==> src/rtl/instruction_fetch.sv <==
// RV32I fetch stage: owns the PC and fetches one word at a time over a req/ready handshake.
// Optional FETCH_TIMEOUT_EN adds a REQ watchdog, a sticky FAULT state and the fetch_fault port.
module instruction_fetch #(
    parameter logic [31:0] RESET_PC = 32'h0000_0000
`ifdef FETCH_TIMEOUT_EN
    , parameter int TIMEOUT_CYCLES = 16
`endif
) (
    input  logic        clk,
    input  logic        nRst,
    input  logic        stall,
    input  logic        branch_taken,
    input  logic [31:0] branch_target,
    input  logic        mem_ready,
    input  logic [31:0] mem_rdata,
    output logic        mem_read,
    output logic [31:0] mem_addr,
    output logic [31:0] instruction,
    output logic [31:0] pc,
    output logic        instr_valid
`ifdef FETCH_TIMEOUT_EN
    , output logic      fetch_fault
`endif
);

    localparam logic [31:0] NOP = 32'h0000_0013;

    typedef enum logic [1:0] {
        IDLE  = 2'd0,
        REQ   = 2'd1,
        HOLD  = 2'd2
`ifdef FETCH_TIMEOUT_EN
        , FAULT = 2'd3
`endif
    } state_t;

    state_t      state_reg;
    logic [31:0] fetch_pc_reg;
    logic [31:0] pc_reg;
    logic [31:0] instruction_reg;
    logic        instr_valid_reg;
    logic [31:0] fetch_pc_next;
    logic [31:0] target_aligned;

`ifdef FETCH_TIMEOUT_EN
    localparam int CNT_W = $clog2(TIMEOUT_CYCLES + 1);
    localparam logic [CNT_W-1:0] CNT_LAST = CNT_W'(TIMEOUT_CYCLES - 1);
    logic [CNT_W-1:0] count_reg;
    logic             fetch_fault_reg;
`endif

    // Redirects drop the low bits so fetch_pc stays word-aligned; +4 wraps naturally.
    assign target_aligned = branch_target & 32'hFFFF_FFFC;
    assign fetch_pc_next  = fetch_pc_reg + 32'd4;

    assign mem_read    = (state_reg == REQ);
    assign mem_addr    = fetch_pc_reg;
    assign instruction = instruction_reg;
    assign pc          = pc_reg;
    assign instr_valid = instr_valid_reg;
`ifdef FETCH_TIMEOUT_EN
    assign fetch_fault = fetch_fault_reg;
`endif

    always_ff @(posedge clk or negedge nRst) begin
        if (!nRst) begin
            state_reg       <= IDLE;
            fetch_pc_reg    <= RESET_PC;
            pc_reg          <= RESET_PC;
            instruction_reg <= NOP;
            instr_valid_reg <= 1'b0;
`ifdef FETCH_TIMEOUT_EN
            count_reg       <= '0;
            fetch_fault_reg <= 1'b0;
`endif
        end else begin
`ifdef FETCH_TIMEOUT_EN
            if (state_reg == FAULT) begin
                // Sticky until reset; redirects are ignored here.
                state_reg <= FAULT;
            end else
`endif
            if (branch_taken) begin
                fetch_pc_reg    <= target_aligned;
                instr_valid_reg <= 1'b0;
                instruction_reg <= NOP;
                state_reg       <= REQ;
`ifdef FETCH_TIMEOUT_EN
                count_reg       <= '0;
`endif
            end else begin
                case (state_reg)
                    IDLE: begin
                        state_reg <= REQ;
`ifdef FETCH_TIMEOUT_EN
                        count_reg <= '0;
`endif
                    end
                    REQ: begin
                        if (mem_ready) begin
                            instruction_reg <= mem_rdata;
                            pc_reg          <= fetch_pc_reg;
                            instr_valid_reg <= 1'b1;
                            fetch_pc_reg    <= fetch_pc_next;
                            state_reg       <= HOLD;
`ifdef FETCH_TIMEOUT_EN
                        // The TIMEOUT_CYCLES-th waiting cycle faults unless ready arrives in it.
                        end else if (count_reg == CNT_LAST) begin
                            fetch_fault_reg <= 1'b1;
                            instr_valid_reg <= 1'b0;
                            instruction_reg <= NOP;
                            state_reg       <= FAULT;
                        end else begin
                            count_reg <= count_reg + CNT_W'(1);
`endif
                        end
                    end
                    HOLD: begin
                        if (!stall) begin
                            instr_valid_reg <= 1'b0;
                            instruction_reg <= NOP;
                            state_reg       <= REQ;
`ifdef FETCH_TIMEOUT_EN
                            count_reg       <= '0;
`endif
                        end
                    end
                    default: state_reg <= IDLE;
                endcase
            end
        end
    end

endmodule

==> config.mk <==
export PLATFORM = sky130hd
export DESIGN_NAME = instruction_fetch
export DESIGN_NICKNAME = d
export VERILOG_FILES = /design/src/rtl/instruction_fetch.sv
export SDC_FILE = /design/constraint.sdc
export NUM_CORES = 1
export LEC_CHECK = 0
export ABC_CLOCK_PERIOD_IN_PS = 2570
export CORE_MARGIN = 2
export CORE_UTILIZATION = 45
export CTS_BUF_LIST = sky130_fd_sc_hd__clkbuf_8
export DETAILED_ROUTE_END_ITERATION = 7
export GPL_TIMING_DRIVEN = 0
export HOLD_SLACK_MARGIN = 0.1
export PLACE_DENSITY = 0.82
export SYNTH_ARGS = -nofsm -noshare
export SYNTH_HDL_FRONTEND = slang
export SYNTH_SLANG_ARGS = --single-unit
==> constraint.sdc <==
create_clock -name clk -period 2.57 [get_ports clk]
set_input_delay 0.514 -clock clk [delete_from_list [all_inputs] [get_ports clk]]
set_output_delay 0.514 -clock clk [all_outputs]
set_load 0.1 [all_outputs]
# After elaboration in Yosys (flattened, before gate mapping)
# Index checks and enable logic that the tools add are counted.
# totals
out_inout_bits	98
register_bits	99
wordCells	34
# classes
n_addsub	1
reduce_logical	8
muxes	15
n_bitwise	1
eq_ne	4
# op_table
operator	n
32-bit 2-to-1 mux	6
32-bit case mux with 2 select lines	1
32-bit by 3-bit adder with 32-bit output, second input constant	1
2-bit 2-to-1 mux	3
3-bit inequality test, second input constant	2
2-bit case mux with 3 select lines	1
3-bit AND reduction	2
2-bit AND reduction	2
2-bit nonzero test	2
1-bit 2-to-1 mux	3
3-bit nonzero test	1
2-bit by 1-bit == test with 1-bit output, second input constant	1
2-bit == test, second input constant	1
2-bit zero test	1
1-bit case mux with 2 select lines	1
1-bit NOT	1

# Logic depth before layout (Yosys ltp)
# logic_depth
depth_word	4
ltp_mapped	6

# Worst setup path after synthesis
# No wires, ideal clock.
# synth_timing
path_kind	register -> register
from	reg fetch_pc_reg[2], in the netlist mem_addr[2]
to	reg fetch_pc_reg[28], in the netlist mem_addr[28]
slack_ns	-0.230
arrival_ns	2.718
stages_incl_launch_ff	7
cell_sequence	dfrtp_1 ha_1 nand4b_2 or4_1 clkbuf_1 or4_1 a31oi_1
# synth_via
elab_chain_cells	4
# synth_rtl
element	line	text
start: declaration	38	logic [31:0] fetch_pc_reg;
start signal: assignment	84	fetch_pc_reg <= target_aligned;
start signal: assignment	104	fetch_pc_reg <= fetch_pc_next;
32-bit by 3-bit adder with 32-bit output	54	assign fetch_pc_next = fetch_pc_reg + 32'd4;
32-bit 2-to-1 mux	100	if (mem_ready) begin
32-bit 2-to-1 mux	92	case (state_reg)
32-bit 2-to-1 mux	83	if (branch_taken) begin
# Every way passes these cells. The select of a mux whose other input is x is not followed.
# A chain may end at the register's enable or synchronous reset.

# Worst setup path in the final report
# layout_timing
from	reg fetch_pc_reg[23], in the netlist mem_addr[23]
to	out mem_addr[23]
# layout_rtl
element	line	text
end: declaration	17	output logic [31:0] mem_addr,
# No word-level cell between the ends.

==> impl.org <==
** Outcome
- The run finished with clean final reports.

** Power
- Internal Power :: 0.00293 W
- Power per Cell Area :: ~900 nW/um^2
- Pwr Total :: between 0.005 and 0.006 W
- Of the total power, combinational logic draws 0.468.
- Static leakage power :: 2.51 nW
- Switching share of total power :: 0.478
- For this design the total switching power over the nets is between 0.002 and 0.003 W.
- Worst ir drop on vdd :: between 600 and 700 uV
- Relative contribution of the clock network to total power :: 0.195
- The share of total power dissipated in sequential elements is 0.337.

** Finish
- Number of fillers in the final layout :: 695
- Relative to the synthesized area, the layout overhead comes to 47.9%.
- For this run, the post-layout net count is 630.
- Of the cells placed in the final design, the portion with a size suffix greater than 1 is 0.147.
- Flip-flop count of the largest register, all copies and words added :: 32
- The number of antenna diodes in the final layout is 0.

** Critical path
- Together, buffers and inverters on the worst path number 1.
- In this run the worst path has a maximum fanout of 8.
- Register-to-register setup slack :: around 190 ps
- By startpoint and endpoint, the worst setup path is classified as flop to primary output.
- Startpoint types :: flop
- Slowest cell on the critical path :: clkdlybuf4s50_1
- Data on the critical path arrives at its endpoint at slightly below 2000 ps.
- The worst setup path is captured at a primary output.
- The kind of cell with the highest combined delay along the critical path is buffers and inverters.
- CP cell instances :: clkdlybuf4s50_1
- Crit path required time :: slightly above 2000 ps
- In this design, the stage delay of the slowest critical-path cell is approximately 1200 ps.

** STA
- Worst slew slack as a fraction of its limit :: 0.318
- Setup repair after global routing missed its margin :: no
- Post-Route Hold Slack :: 114 ps
- The count of final hold-check violations came to 0.
- Min Tclk post-route :: ~2500 ps
- Final clock period utilization by the worst path :: 0.974
- Final number of max-transition violations :: 0
- Setup violations, final :: 0
- Max Clk Rate :: about 0.4 GHz
- Layout Skew :: about 12 ps
- Least-Margin Pin Slew :: around 1000 ps

** Global routing
- Maximum number of pins on one net before global-route repair :: 57
- Vias in the first global route :: about 3600
- Wire length of the first global-routing pass :: roughly 18 mm
- The number of antenna violations at the first check in global routing came to 0.
- Across every metal layer, demand over resource in global routing totals 0.228.
- The total overflow left after global routing is 0.

** Logic synthesis
- Top_reg_cell synth :: dfrtp_1
- The cell count after synthesis came out at between 300 and 400.
- Fraction of registers with async set or reset after synthesis :: 1.00
- Flip-flop and latch count after synthesis :: 95
- Yosys mapped the design onto 42 distinct sky130hd cell types.
- Register area share after synthesis :: 0.563
- Number of enable flip-flop cells after synthesis :: 0
- The average instance in the mapped netlist occupies 11.0 um^2.
- Total number of yosys warnings :: 0
- Of all cell types, the one taking the most synthesized area is dfrtp_1.
- By area the synthesized netlist is led by dfrtp_1 (54%), mux2_2 (8.0%), nand2_1 (4.2%), a22o_1 (3.9%), o21ai_0 (3.3%).
- Area of the mapped netlist :: 4230 um^2
- The share of synthesized area in the top cell type comes to 0.544.

** Drt
- Drt via density :: ~5.5
- The first detailed-routing pass took 4 iterations.
- Routed WL per cell :: roughly 17 um
- The routed design has between 10 and 15 mm of wire.
- DRC violation count after routing :: 0
- Number of DRC violations after detailed-routing iteration 0 :: ~170
- The count of nets left with antenna violations once routing finished came out at 0.
- Summing over every cut layer, the via total after detailed routing is approximately 3700.

** Clock network
- Clock tree synthesis found a total of 95 sinks.
- Number of H-tree levels :: 3
- The tree is rooted in a clkbuf_8.
- Setup Buffers After CTS :: 0
- Clock Path Buffers :: 2
- Number of clock buffers inserted by TritonCTS :: 9
- CTS tree :: yes
- After clock tree synthesis, the clock-pin slew on the worst setup and hold paths is about 100 ps.
- For the worst-skew pair, the clock arrives at the later sink with an insertion delay of ~360 ps.

** Place
- Global placement routability congestion :: just under 0.8
- Count of port buffers added during placement :: roughly 160
- Once detailed placement completed, the half-perimeter wirelength came to 8.60 mm.

** Hold path
- Class of the tightest hold or removal check :: input port to asynchronous set/reset pin

** Die
- Effective utilization at floorplan :: 0.460
- For this design the top-level I/O count stands at approximately 170.
- Die area :: slightly above 10000 um^2
- Cell row count :: 35
- The total area inside the core boundary comes to 9200 um^2.
- Die outline height :: just over 100 um
- From left edge to right edge, the die measures about 100 um.

** Flow run
- Across the run, the number of max-cap violations was 0.
[path summary, 6_finish.rpt]
| path | start | endpoint | cells past startpoint |
|---|---|---|---|
| setup / recovery | mem_addr[23]$_DFFE_PN0P_ | mem_addr[23] | 1 |
| hold reg to reg | instruction[28]$_DFFE_PN0P_ | instruction[28]$_DFFE_PN0P_ | 2 |
| hold / removal | nRst | instruction[11]$_DFFE_PN0P_ | 1 |
| setup reg to reg | mem_addr[2]$_DFFE_PN0P_ | mem_addr[28]$_DFFE_PN0P_ | 6 |
| min in group clk | instruction[28]$_DFFE_PN0P_ | instruction[28]$_DFFE_PN0P_ | 2 |
| max in group asynchronous | nRst | instruction[1]$_DFFE_PN1P_ | 2 |
[Yosys cell counts (all sizes together), types with 6 or more instances]
library cell  number
a22o              19
or4               16
a31oi             16
buf                6
nand2             47
nand4             10
dfrtp             92
o31ai             11
nor2              22
or3                8
clkbuf            20
nand3              9
xnor2              7
mux2              30
o21ai             28
[final cells by class]
class,instances,area [um^2],share of cell area
Buffer,26,115,0.0184
Clock buffer,10,138,0.0220
Clock inverter,6,85.1,0.0136
Inverter,6,22.5,0.00360
Multi-Input combinational cell,262,1720,0.275
Sequential cell,95,2400,0.384
Tap cell,111,139,0.0222
Timing Repair Buffer,160,1630,0.261
[logic make-up after synthesis]
family          count (synthesis)  share of synthesized area
xor+xnor                       10                     0.0207
other cells                     1                   0.000886
buf+inv                        32                     0.0325
fa+ha+maj                       1                    0.00296
compound gates                 82                      0.131
flops                          95                      0.563
mux                            31                     0.0822
simple gates                  134                      0.167
[power by group through the flow]
stage / logic, W / registers [W] / clock network (W)
after floorplan: 0.000355 / 0.00348 / 0
after global placement: 0.00260 / 0.00191 / 0
after detailed placement: 0.00263 / 0.00192 / 0
after CTS: 0.00264 / 0.00189 / 0.00111
after global routing: 0.00270 / 0.00193 / 0.00118
final: 0.00262 / 0.00189 / 0.00109
[cells in the final DEF, fill, tap and decap left out, types with 4 or more instances in the layout]
master,count
dfrtp_2,17
or3_1,8
o21ai_0,28
a31oi_1,16
nand2_1,47
nand3_1,7
buf_4,5
clkbuf_1,20
a22o_1,19
xnor2_1,7
inv_1,7
dfrtp_1,75
o31ai_1,11
nor2_1,22
clkdlybuf4s50_1,151
mux2_2,30
nor4_1,5
nand4_1,10
clkbuf_8,10
dlymetal6s2s_1,6
conb_1,4
or4_1,15
[what timing repair did]
item | CTS | global route
gates cloned | 0 | 0
hold buffers | 0 | 0
resized for setup | 1 | 6
endpoints found under the hold margin | 0 | 0
endpoints found under the setup margin | 1 | 6
[through the flow]
step | TNS (ps) | std cells | worst slack [ps] | cell area [um^2] | utilization
6_report | 0 | 676 | 67.5 | 6250 | 0.680
3_3_place_gp | -241280 | 659 | -2810 | 5990 | 0.652
3_5_place_dp | -7840 | 660 | -243 | 6020 | 0.654
2_1_floorplan | 0 | 389 | 78.8 | 4260 | -
4_1_cts | 0 | 676 | 0.354 | 6240 | 0.679
5_1_grt | 0 | 676 | 0.886 | 6250 | 0.680
[metal layers]
layer / vias up / share of wire / GRT usage
met5: - / 0 / 0
met4: 0 / 0.015 / 0.0821
met3: 13 / 0.052 / 0.0437
met2: 112 / 0.49 / 0.373
met1: 1836 / 0.44 / 0.304
li1: 1754 / - / -
No activity file was read; power rests on OpenSTA's default activity.
